File: src/rtl/lfsr_pkg.sv
// Shared definitions for the lfsr_gen sequence generator.
// Mode encodings and the burst controller state type.
package lfsr_pkg;

  localparam logic [1:0] MODE_HOLD  = 2'd0;
  localparam logic [1:0] MODE_RUN   = 2'd1;
  localparam logic [1:0] MODE_STEP  = 2'd2;
  localparam logic [1:0] MODE_BURST = 2'd3;

  typedef enum logic {
    BS_IDLE,
    BS_RUN
  } burst_t;

endpackage

File: src/rtl/lfsr_step.sv
// One combinational LFSR step: shift left, XOR of tapped bits
// enters at bit 0.
module lfsr_step #(
  parameter int               WIDTH = 8,
  parameter logic [WIDTH-1:0] TAPS  = 8'hB8
) (
  input  logic [WIDTH-1:0] din,
  output logic [WIDTH-1:0] dout
);

  logic fb;

  assign fb   = ^(din & TAPS);
  assign dout = {din[WIDTH-2:0], fb};

endmodule

File: src/rtl/lfsr_gen.sv
// Seedable LFSR with leap stepping, run/step/burst modes and
// wrap/period characterisation outputs.
module lfsr_gen
  import lfsr_pkg::*;
#(
  parameter int               WIDTH        = 8,
  parameter logic [WIDTH-1:0] TAPS         = 8'hB8,
  parameter logic [WIDTH-1:0] DEFAULT_SEED = 1,
  parameter int               LEAP         = 1
) (
  input  logic             clk,
  input  logic             rst,
  input  logic             seed_we,
  input  logic [WIDTH-1:0] seed,
  input  logic [1:0]       mode,
  input  logic             step,
  input  logic [7:0]       burst_len,
  output logic [WIDTH-1:0] lfsr_bits,
  output logic             serial_out,
  output logic             out_valid,
  output logic             wrap,
  output logic [WIDTH-1:0] period,
  output logic             busy,
  output logic             zero_seed
);

  logic [LEAP:0][WIDTH-1:0] chain;
  logic [WIDTH-1:0]         nxt;
  logic [WIDTH-1:0]         ld;
  logic [WIDTH-1:0]         start;
  logic [WIDTH-1:0]         cnt;
  logic [7:0]               rem_q;
  logic [7:0]               rem_nxt;
  burst_t                   burst_q;
  burst_t                   burst_nxt;
  logic                     adv;

  assign chain[0] = lfsr_bits;

  for (genvar g = 0; g < LEAP; g++) begin : g_leap
    lfsr_step #(
      .WIDTH (WIDTH),
      .TAPS  (TAPS)
    ) u_step (
      .din  (chain[g]),
      .dout (chain[g+1])
    );
  end

  assign nxt        = chain[LEAP];
  assign ld         = (seed == '0) ? DEFAULT_SEED : seed;
  assign serial_out = lfsr_bits[WIDTH-1];
  assign busy       = (burst_q == BS_RUN);

  always_comb begin
    adv       = 1'b0;
    burst_nxt = burst_q;
    rem_nxt   = rem_q;
    unique case (1'b1)
      mode == MODE_RUN:  adv = 1'b1;
      mode == MODE_STEP: adv = step;
      mode == MODE_BURST: begin
        if (burst_q == BS_IDLE) begin
          if (step && burst_len != 8'd0) begin
            burst_nxt = BS_RUN;
            rem_nxt   = burst_len;
          end
        end else begin
          adv     = 1'b1;
          rem_nxt = rem_q - 8'd1;
          if (rem_q == 8'd1)
            burst_nxt = BS_IDLE;
        end
      end
      default: ;
    endcase
    // Leaving BURST abandons any burst without a final advance.
    if (mode != MODE_BURST) begin
      burst_nxt = BS_IDLE;
      rem_nxt   = 8'd0;
    end
  end

  always_ff @(posedge clk) begin
    if (rst) begin
      lfsr_bits <= DEFAULT_SEED;
      start     <= DEFAULT_SEED;
      cnt       <= '0;
      period    <= '0;
      out_valid <= 1'b0;
      wrap      <= 1'b0;
      zero_seed <= 1'b0;
      burst_q   <= BS_IDLE;
      rem_q     <= 8'd0;
    end else if (seed_we) begin
      lfsr_bits <= ld;
      start     <= ld;
      cnt       <= '0;
      out_valid <= 1'b0;
      wrap      <= 1'b0;
      zero_seed <= (seed == '0);
      burst_q   <= BS_IDLE;
      rem_q     <= 8'd0;
    end else begin
      out_valid <= adv;
      wrap      <= 1'b0;
      zero_seed <= 1'b0;
      burst_q   <= burst_nxt;
      rem_q     <= rem_nxt;
      if (adv) begin
        lfsr_bits <= nxt;
        if (nxt == start) begin
          wrap   <= 1'b1;
          period <= cnt + 1'b1;
          cnt    <= '0;
        end else begin
          cnt <= cnt + 1'b1;
        end
      end
    end
  end

endmodule

File: config.mk
export PLATFORM = sky130hd
export DESIGN_NAME = lfsr_gen
export DESIGN_NICKNAME = d
export VERILOG_FILES = /design/src/rtl/lfsr_pkg.sv /design/src/rtl/lfsr_step.sv /design/src/rtl/lfsr_gen.sv
export SDC_FILE = /design/constraint.sdc
export NUM_CORES = 1
export LEC_CHECK = 0
export CORE_AREA = 2 2 91 93
export DETAILED_ROUTE_END_ITERATION = 7
export DIE_AREA = 0 0 93 95
export MAX_ROUTING_LAYER = met4
export PLACE_DENSITY_LB_ADDON = 0.3
export SKIP_CTS_REPAIR_TIMING = 1
export SLEW_MARGIN = 20
export SYNTH_ARGS = -nofsm -noshare
export SYNTH_HDL_FRONTEND = slang
export SYNTH_HIERARCHICAL = 1
export SYNTH_SLANG_ARGS = --single-unit
File: constraint.sdc
create_clock -name clk -period 3 [get_ports clk]
set_input_delay 0.6 -clock clk [delete_from_list [all_inputs] [get_ports clk]]
set_output_delay 0.6 -clock clk [all_outputs]
set_load 0.02 [all_outputs]
==> qor.csv, run 1 <==
stage;metric;value;unit
sta;post-route-min-period;2.359;ns
finish;multiInputGateArea;1261;µm²
synth;yosysUniqueCellTypes;52;
routing;vias;2019;
synth;netlist_area;2291;µm²
routing;routed_wl;5.670;mm
finish;final_common_cell;dfxtp_1;
finish;stdcell_area;2877;µm²
place;portBuffers;42;
die;initial_core_util;28.90;%
synth;synth_cells;254;
place;hpwl;4.100;mm
die;dieHeight;95;µm
routing;drc;0;
grt;grt_pass1_vias;2026;
sta;fin_skew;0.007458;ns
cts;cts_tree;done;
synth;seq_area_frac_synth;38.45;%
synth;yosysWarnings;6;
sta;worst_pin_slew;0.7484;ns
routing;antenna_left;0;
synth;yosysTopAreaCell;dfxtp_1;
sta;finalCritPeriodShare;78.64;%
synth;synth-main-ff-cell;dfxtp_1;
sta;fmax;0.4239;GHz
worst_setup_path;worstPathArrival;2.55;ns
grt;track_usage;13.82;%
grt;grt_start_max_net_pins;27;
place;gp_congestion;0.7816;
grt;grt_pass1_wl;9.494;mm
routing;first_pass_iters;4;
routing;viasPerCell;5.086;
synth;synth-edff-count;0;
synth;synth_area_per_cell;9.019;µm²
grt;grt_overflow_total;0;
cts;path_clk_slew;0.09;ns
worst_setup_path;crit_path_end_kind;register;
worst_setup_path;worstSetupPathType;register to register;
synth;synth.area.top_cells;dfxtp_1 (38%), mux2i_1 (6.6%), a211oi_1 (5.6%);
finish;antennaDiodeCount;0;
synth;async_flop_share;0;%
synth;ys_ff_latch;44;
place;place_area;2784;µm²
die;num_rows;33;
finish;seqCellArea;880.8;µm²
pwr;p_leak;1.021;nW
sta;setup_viol;0;
cts;htree_levels;2;
worst_setup_path;cp-start-kind;register;
synth;synth_nets;279;
outcome;status;finished, final reports clean;
die;dieArea;8835;µm²
synth;netlist.area_leader.share;38.45;%
sta;hold_violations;0;
finish;nets;316;
routing;drt_iter0_drc;66;
die;die_w;93;µm
worst_setup_path;crit_required;3.19;ns
sta;relSlewSlack;49.69;%
hold_path;hold_path_class;register to register;
die;ios;43;
cts;clock-sinks;44;
sta;holdWs;0.4727;ns
finish;final_cell_mix;dfxtp_1 (44), clkdlybuf4s50_1 (42), nor2_1 (22);
pwr;power.density;431.6;nW/µm²
routing;wire_per_inst;14.28;µm
cts;clock-root-buffer;clkbuf_8;
sta;slew_violations;0;
cts;clk_latency;0.30;ns
cts;numCtsBuffers;5;
finish;nFillCells;841;
sta;finalSetupTns;0;ns
worst_setup_path;crit_fanout;8;
finish;area_growth;25.56;%
finish;drive_gt1_share;8.562;%
sta;rsz0062_at_grt;no;
run;cap_violations;0;
pwr;irDropWorstVdd;0.1847;mV
grt;antenna_found_initial;0;
die;core_region_area;7928;µm²
cts;cts_buffer_depth;2;
pwr;power;0.001241;W
critical path, stage by stage, from the launching register on:
cell     delay [ns]
dfxtp_1        0.43
xor2_1         0.20
xnor2_1        0.19
xor2_1         0.13
or4_4          0.62
nor3_4         0.35
mux2_4         0.33
through the flow:
stage	setup slack, ns	cells	utilization [%]
2_1_floorplan	0.6047	254	-
3_3_place_gp	0.5960	389	35.12
3_5_place_dp	0.5568	389	35.12
4_1_cts	0.6157	397	36.28
5_1_grt	0.4978	397	36.28
6_report	0.6408	397	36.28
report_power, final:
part / internal, W / switching, W / total [W]
combinational: 0.000104 / 0.000127 / 0.000231
clock: 0.000165 / 0.000220 / 0.000385
sequential: 0.000604 / 0.0000212 / 0.000625
cells in the mapped netlist, drive strengths merged (6+ instances only):
library cell	count
a211oi	17
a21oi	6
a31oi	8
buf	13
clkbuf	7
dfxtp	44
inv	8
mux2i	15
nand2	18
nand3	9
nor2	23
nor4	7
o21ai	11
or4	6
xnor2	6
xor2	12
cells by family after synthesis:
| logic type | after synthesis | share of synthesized area, % |
|---|---|---|
| AOI/OAI and AO/OA | 62 | 19.06 |
| xor gates and xnor gates | 18 | 6.881 |
| adders and majority gates | 3 | 1.639 |
| buffers and inverters | 28 | 6.499 |
| DFF | 44 | 38.45 |
| muxes | 17 | 7.700 |
| and+or+nand+nor | 82 | 19.77 |
layer usage:
metal | routed length, µm | global-route usage (%) | vias up
met4 | 17 | 3.309 | 0
met3 | 233 | 2.793 | 2
met5 | 0 | - | -
li1 | - | - | 1008
met1 | 2858 | 18.04 | 963
met2 | 2561 | 22.10 | 46
area by class of cell:
| type | instances | share of cell area [%] |
|---|---|---|
| clock buffer | 5 | 2.392 |
| clock inverter | 3 | 0.8264 |
| inverter | 8 | 1.044 |
| multi-input combinational | 182 | 43.85 |
| sequential | 44 | 30.62 |
| tap | 105 | 4.567 |
| timing repair buffer | 50 | 16.70 |
flip-flops by register name (all words and copies together) (netlist names):
register,flops
period,8
busy,1
lfsr_bits,8
rem_q,8
out_valid,1
start,8
cnt,8
wrap,1
zero_seed,1
path summary, 6_finish.rpt:
check                                  from                endpoint  slack, ns  depth (start not counted)
setup / recovery  lfsr_bits[3]$_SDFFE_PP0P_  period[0]$_SDFFE_PP0P_       0.64                          6
hold reg to reg         cnt[7]$_SDFFE_PP0N_     cnt[7]$_SDFFE_PP0N_       0.47                          2
setup reg to reg  lfsr_bits[3]$_SDFFE_PP0P_  period[0]$_SDFFE_PP0P_       0.64                          6
hold / removal          cnt[7]$_SDFFE_PP0N_     cnt[7]$_SDFFE_PP0N_       0.47                          2
No activity file was read; power rests on OpenSTA's default activity.
==> inputs of run 2 (changes only) <==
Clock period 3 ns to 2.01 ns, I/O delays scaled along.
==> qor.csv, run 2 (synthesized netlist as in run 1, its figures left out) <==
stage;metric;value;unit
finish;antennaDiodeCount;0;
worst_setup_path;worstSetupPathType;register to register;
sta;setup_viol;0;
die;dieHeight;95;µm
finish;multiInputGateArea;1345;µm²
cts;numCtsBuffers;5;
die;initial_core_util;28.90;%
place;place_area;3002;µm²
finish;nFillCells;803;
grt;antenna_found_initial;0;
sta;worst_pin_slew;0.5270;ns
grt;track_usage;14.42;%
grt;grt_pass1_vias;1968;
routing;antenna_left;0;
sta;post-route-min-period;1.965;ns
worst_setup_path;crit_path_end_kind;register;
routing;first_pass_iters;4;
routing;routed_wl;5.896;mm
grt;grt_pass1_wl;9.839;mm
cts;cts_buffer_depth;2;
finish;stdcell_area;3169;µm²
cts;path_clk_slew;0.09;ns
pwr;p_leak;1.173;nW
place;gp_congestion;0.7843;
grt;grt_overflow_total;0;
pwr;irDropWorstVdd;0.3250;mV
worst_setup_path;crit_fanout;8;
cts;clk_latency;0.30;ns
finish;seqCellArea;893.4;µm²
routing;drt_iter0_drc;91;
die;num_rows;33;
sta;setup_ws;0.04512;ns
grt;grt_start_max_net_pins;27;
worst_setup_path;worstPathArrival;2.17;ns
worst_setup_path;cp-start-kind;register;
finish;final_cell_mix;clkdlybuf4s50_1 (42), dfxtp_1 (40), buf_4 (31);
finish;drive_gt1_share;18.99;%
finish;instances_no_fill;421;
sta;fmax;0.5089;GHz
sta;slew_violations;0;
sta;relSlewSlack;64.60;%
die;core_region_area;7928;µm²
cts;cts_tree;done;
sta;finalCritPeriodShare;97.76;%
finish;area_growth;38.34;%
place;dpl.cell_count;414;
die;ios;43;
place;hpwl;4.366;mm
cts;clock-root-buffer;clkbuf_8;
routing;drc;0;
die;die_w;93;µm
die;dieArea;8835;µm²
routing;wire_per_inst;14.00;µm
sta;finalSetupTns;0;ns
hold_path;hold_path_class;register to register;
cts;htree_levels;2;
sta;hold_violations;0;
worst_setup_path;crit_required;2.21;ns
sta;holdWs;0.4696;ns
sta;fin_skew;0.008402;ns
routing;viasPerCell;4.872;
outcome;status;finished, final reports clean;
sta;rsz0062_at_grt;yes;
cts;clock-sinks;44;
place;portBuffers;42;
finish;final_common_cell;clkdlybuf4s50_1;
routing;vias;2051;
finish;nets;340;
run;cap_violations;0;
place;preCtsSetupSlack;-0.2449;ns
pwr;power.density;626.5;nW/µm²
-- run 2: cell count changes in the layout (fill, tap and decap cells not counted), moves of 2 or more --
cell / before / now
xnor2_4: 0 / 2
dfxtp_4: 0 / 3
xor2_1: 12 / 10
or4_1: 5 / 3
buf_4: 8 / 31
or4_4: 1 / 3
xnor2_1: 6 / 4
dfxtp_1: 44 / 40
-- run 2: final cells by class --
type / count / area share, %
repair buffers: 74 / 21.24
clock inverters: 2 / 0.4343
multi-input cells: 182 / 42.44
well taps: 105 / 4.145
clock buffers: 6 / 2.606
flip-flops and latches: 44 / 28.19
inverters: 8 / 0.9475
-- run 2: per-stage QoR --
stage / util [%] / power (W)
after floorplan: - / 0.001191
after global placement: 37.86 / 0.001368
after detailed placement: 37.86 / 0.001370
after CTS: 39.08 / 0.001974
after global routing: 39.98 / 0.002078
final: 39.98 / 0.001986
-- run 2: per-layer routing --
layer  part of all wire [%]  vias to the layer above  routed length, µm  GRT usage, %
met3                    4.7                        6                275         3.432
met4                    1.1                        0                 64         3.676
met2                     44                       43               2617         21.62
met5                      0                        -                  0             -
li1                       -                     1054                  -             -
met1                     50                      948               2937         19.59
-- run 2: power breakdown --
group          internal [W]  total [W]  switching [W]
Sequential         0.000901   0.000933      0.0000325
Combinational      0.000227   0.000445       0.000219
Clock              0.000280   0.000607       0.000327
Total               0.00141    0.00199       0.000578
-- run 2: critical path, cell delays in order, from the launching register on --
cell and delay, ns:
dfxtp_4 0.37, xor2_4 0.19, xnor2_4 0.14, xor2_2 0.15, or4_4 0.50, nor3_4 0.19, mux2_4 0.32
-- run 2: final timing paths --
check | slack, ns | startpoint | end | cells past startpoint
setup / recovery | 0.05 | lfsr_bits[7]$_SDFFE_PP0P_ | period[0]$_SDFFE_PP0P_ | 6
hold / removal | 0.47 | cnt[7]$_SDFFE_PP0N_ | cnt[7]$_SDFFE_PP0N_ | 2
setup reg to reg | 0.05 | lfsr_bits[7]$_SDFFE_PP0P_ | period[0]$_SDFFE_PP0P_ | 6
hold reg to reg | 0.47 | cnt[7]$_SDFFE_PP0N_ | cnt[7]$_SDFFE_PP0N_ | 2
==> inputs of run 3 (changes only) <==
Settings changed: CAP_MARGIN set to 20, SKIP_LAST_GASP set to 1.
==> qor.csv, run 3 (synthesized netlist as in run 1, its figures left out) <==
stage;metric;value;unit
outcome;status;finished, final reports clean;
worst_setup_path;crit_fanout;8;
place;place_area;3002;µm²
worst_setup_path;path_cells;xor2_4 -> xnor2_4 -> xor2_2 -> or4_4 -> nor3_4 -> mux2_4;
place;preCtsSetupSlack;-0.2449;ns
grt;grt_pass1_vias;1968;
sta;setup_ws;0.04683;ns
sta;fin_skew;0.009265;ns
die;ios;43;
sta;relSlewSlack;63.76;%
finish;final_common_cell;clkdlybuf4s50_1;
grt;track_usage;14.42;%
cts;path_clk_slew;0.09;ns
worst_setup_path;reg2reg_from;lfsr_bits[7]$_SDFFE_PP0P_;
place;portBuffers;42;
routing;vias;2034;
pwr;p_leak;1.172;nW
die;die_w;93;µm
routing;wire_per_inst;14.08;µm
die;dieHeight;95;µm
finish;final_cell_mix;clkdlybuf4s50_1 (42), dfxtp_1 (40), buf_4 (31);
sta;fmax;0.5094;GHz
cts;clk_latency;0.30;ns
finish;antennaDiodeCount;0;
finish;drive_gt1_share;18.67;%
grt;grt_overflow_total;0;
cts;numCtsBuffers;5;
sta;finalCritPeriodShare;97.67;%
pwr;irDropWorstVdd;0.3250;mV
cts;htree_levels;2;
finish;nFillCells;805;
pwr;power;0.001982;W
die;core_region_area;7928;µm²
place;dpl.cell_count;414;
die;num_rows;33;
sta;rsz0062_at_grt;yes;
finish;nets;340;
worst_setup_path;worstPathArrival;2.16;ns
place;gp_congestion;0.7843;
worst_setup_path;ff2ff_path_depth;6;
finish;instances_no_fill;421;
worst_setup_path;cp-start-kind;register;
cts;clock-sinks;44;
worst_setup_path;slowest_delay;0.50;ns
hold_path;hold_path_class;register to register;
worst_setup_path;worstSetupPathType;register to register;
run;cap_violations;0;
sta;hold_violations;0;
finish;area_growth;38.18;%
routing;first_pass_iters;4;
die;initial_core_util;28.90;%
cts;cts_buffer_depth;2;
sta;finalSetupTns;0;ns
worst_setup_path;r2r_slack;0.05;ns
routing;drc;0;
sta;post-route-min-period;1.963;ns
sta;worst_pin_slew;0.5395;ns
routing;routed_wl;5.929;mm
worst_setup_path;cp-startpoint;lfsr_bits[7]$_SDFFE_PP0P_;
worst_setup_path;crit_required;2.21;ns
grt;grt_start_max_net_pins;27;
hold_path;hold_start;cnt[7]$_SDFFE_PP0N_;
hold_path;hold_depth;2;
sta;slew_violations;0;
cts;cts_tree;done;
worst_setup_path;crit_path_end_kind;register;
routing;viasPerCell;4.831;
worst_setup_path;slowest_stage;or4_4;
finish;stdcell_area;3166;µm²
die;dieArea;8835;µm²
place;hpwl;4.366;mm
pwr;power.density;626.0;nW/µm²
grt;antenna_found_initial;0;
sta;setup_viol;0;
routing;drt_iter0_drc;92;
grt;grt_pass1_wl;9.839;mm
routing;antenna_left;0;
cts;clock-root-buffer;clkbuf_8;
==> run 3: report_power, final <==
group / internal (W) / total [W] / switching [W]
combinational: 0.000224 / 0.000442 / 0.000218
clock: 0.000280 / 0.000607 / 0.000327
sequential: 0.000901 / 0.000933 / 0.0000326
total: 0.00140 / 0.00198 / 0.000577
==> run 3: layout make-up <==
class                           instances  area, µm²  area share [%]
Sequential cell                        44      893.4           28.22
Tap cell                              105      131.4           4.150
Clock buffer                            6      82.58           2.609
Inverter                                8      30.03          0.9486
Multi-Input combinational cell        182       1341           42.37
Timing Repair Buffer                   74      673.1           21.26
Clock inverter                          2      13.76          0.4348
==> run 3: worst paths after layout <==
check	to
hold reg to reg	cnt[7]$_SDFFE_PP0N_
setup reg to reg	period[0]$_SDFFE_PP0P_
setup / recovery	period[0]$_SDFFE_PP0P_
hold / removal	cnt[7]$_SDFFE_PP0N_
==> run 3: critical path, delay by kind of cell, from the launching register on <==
| kind | cells | cell delay (ns) |
|---|---|---|
| and+or+nand+nor | 2 | 0.69 |
| xor gates and xnor gates | 3 | 0.48 |
| DFF | 1 | 0.37 |
| muxes | 1 | 0.32 |
==> run 3: metal layers <==
layer  up-vias  part of all wire [%]  track usage [%]
met5         -                     0                -
met4         0                   1.1            3.676
met3         6                   4.8            3.432
met2        44                    44            21.62
met1       932                    50            19.59
li1       1052                     -                -
==> run 3: through the flow <==
stage          util, %  hold WS [ns]
6_report         39.93        0.4737
5_1_grt          39.93        0.4789
4_1_cts          39.08        0.4655
3_5_place_dp     37.86        0.4527
2_1_floorplan        -        0.4361
3_3_place_gp     37.86        0.4460
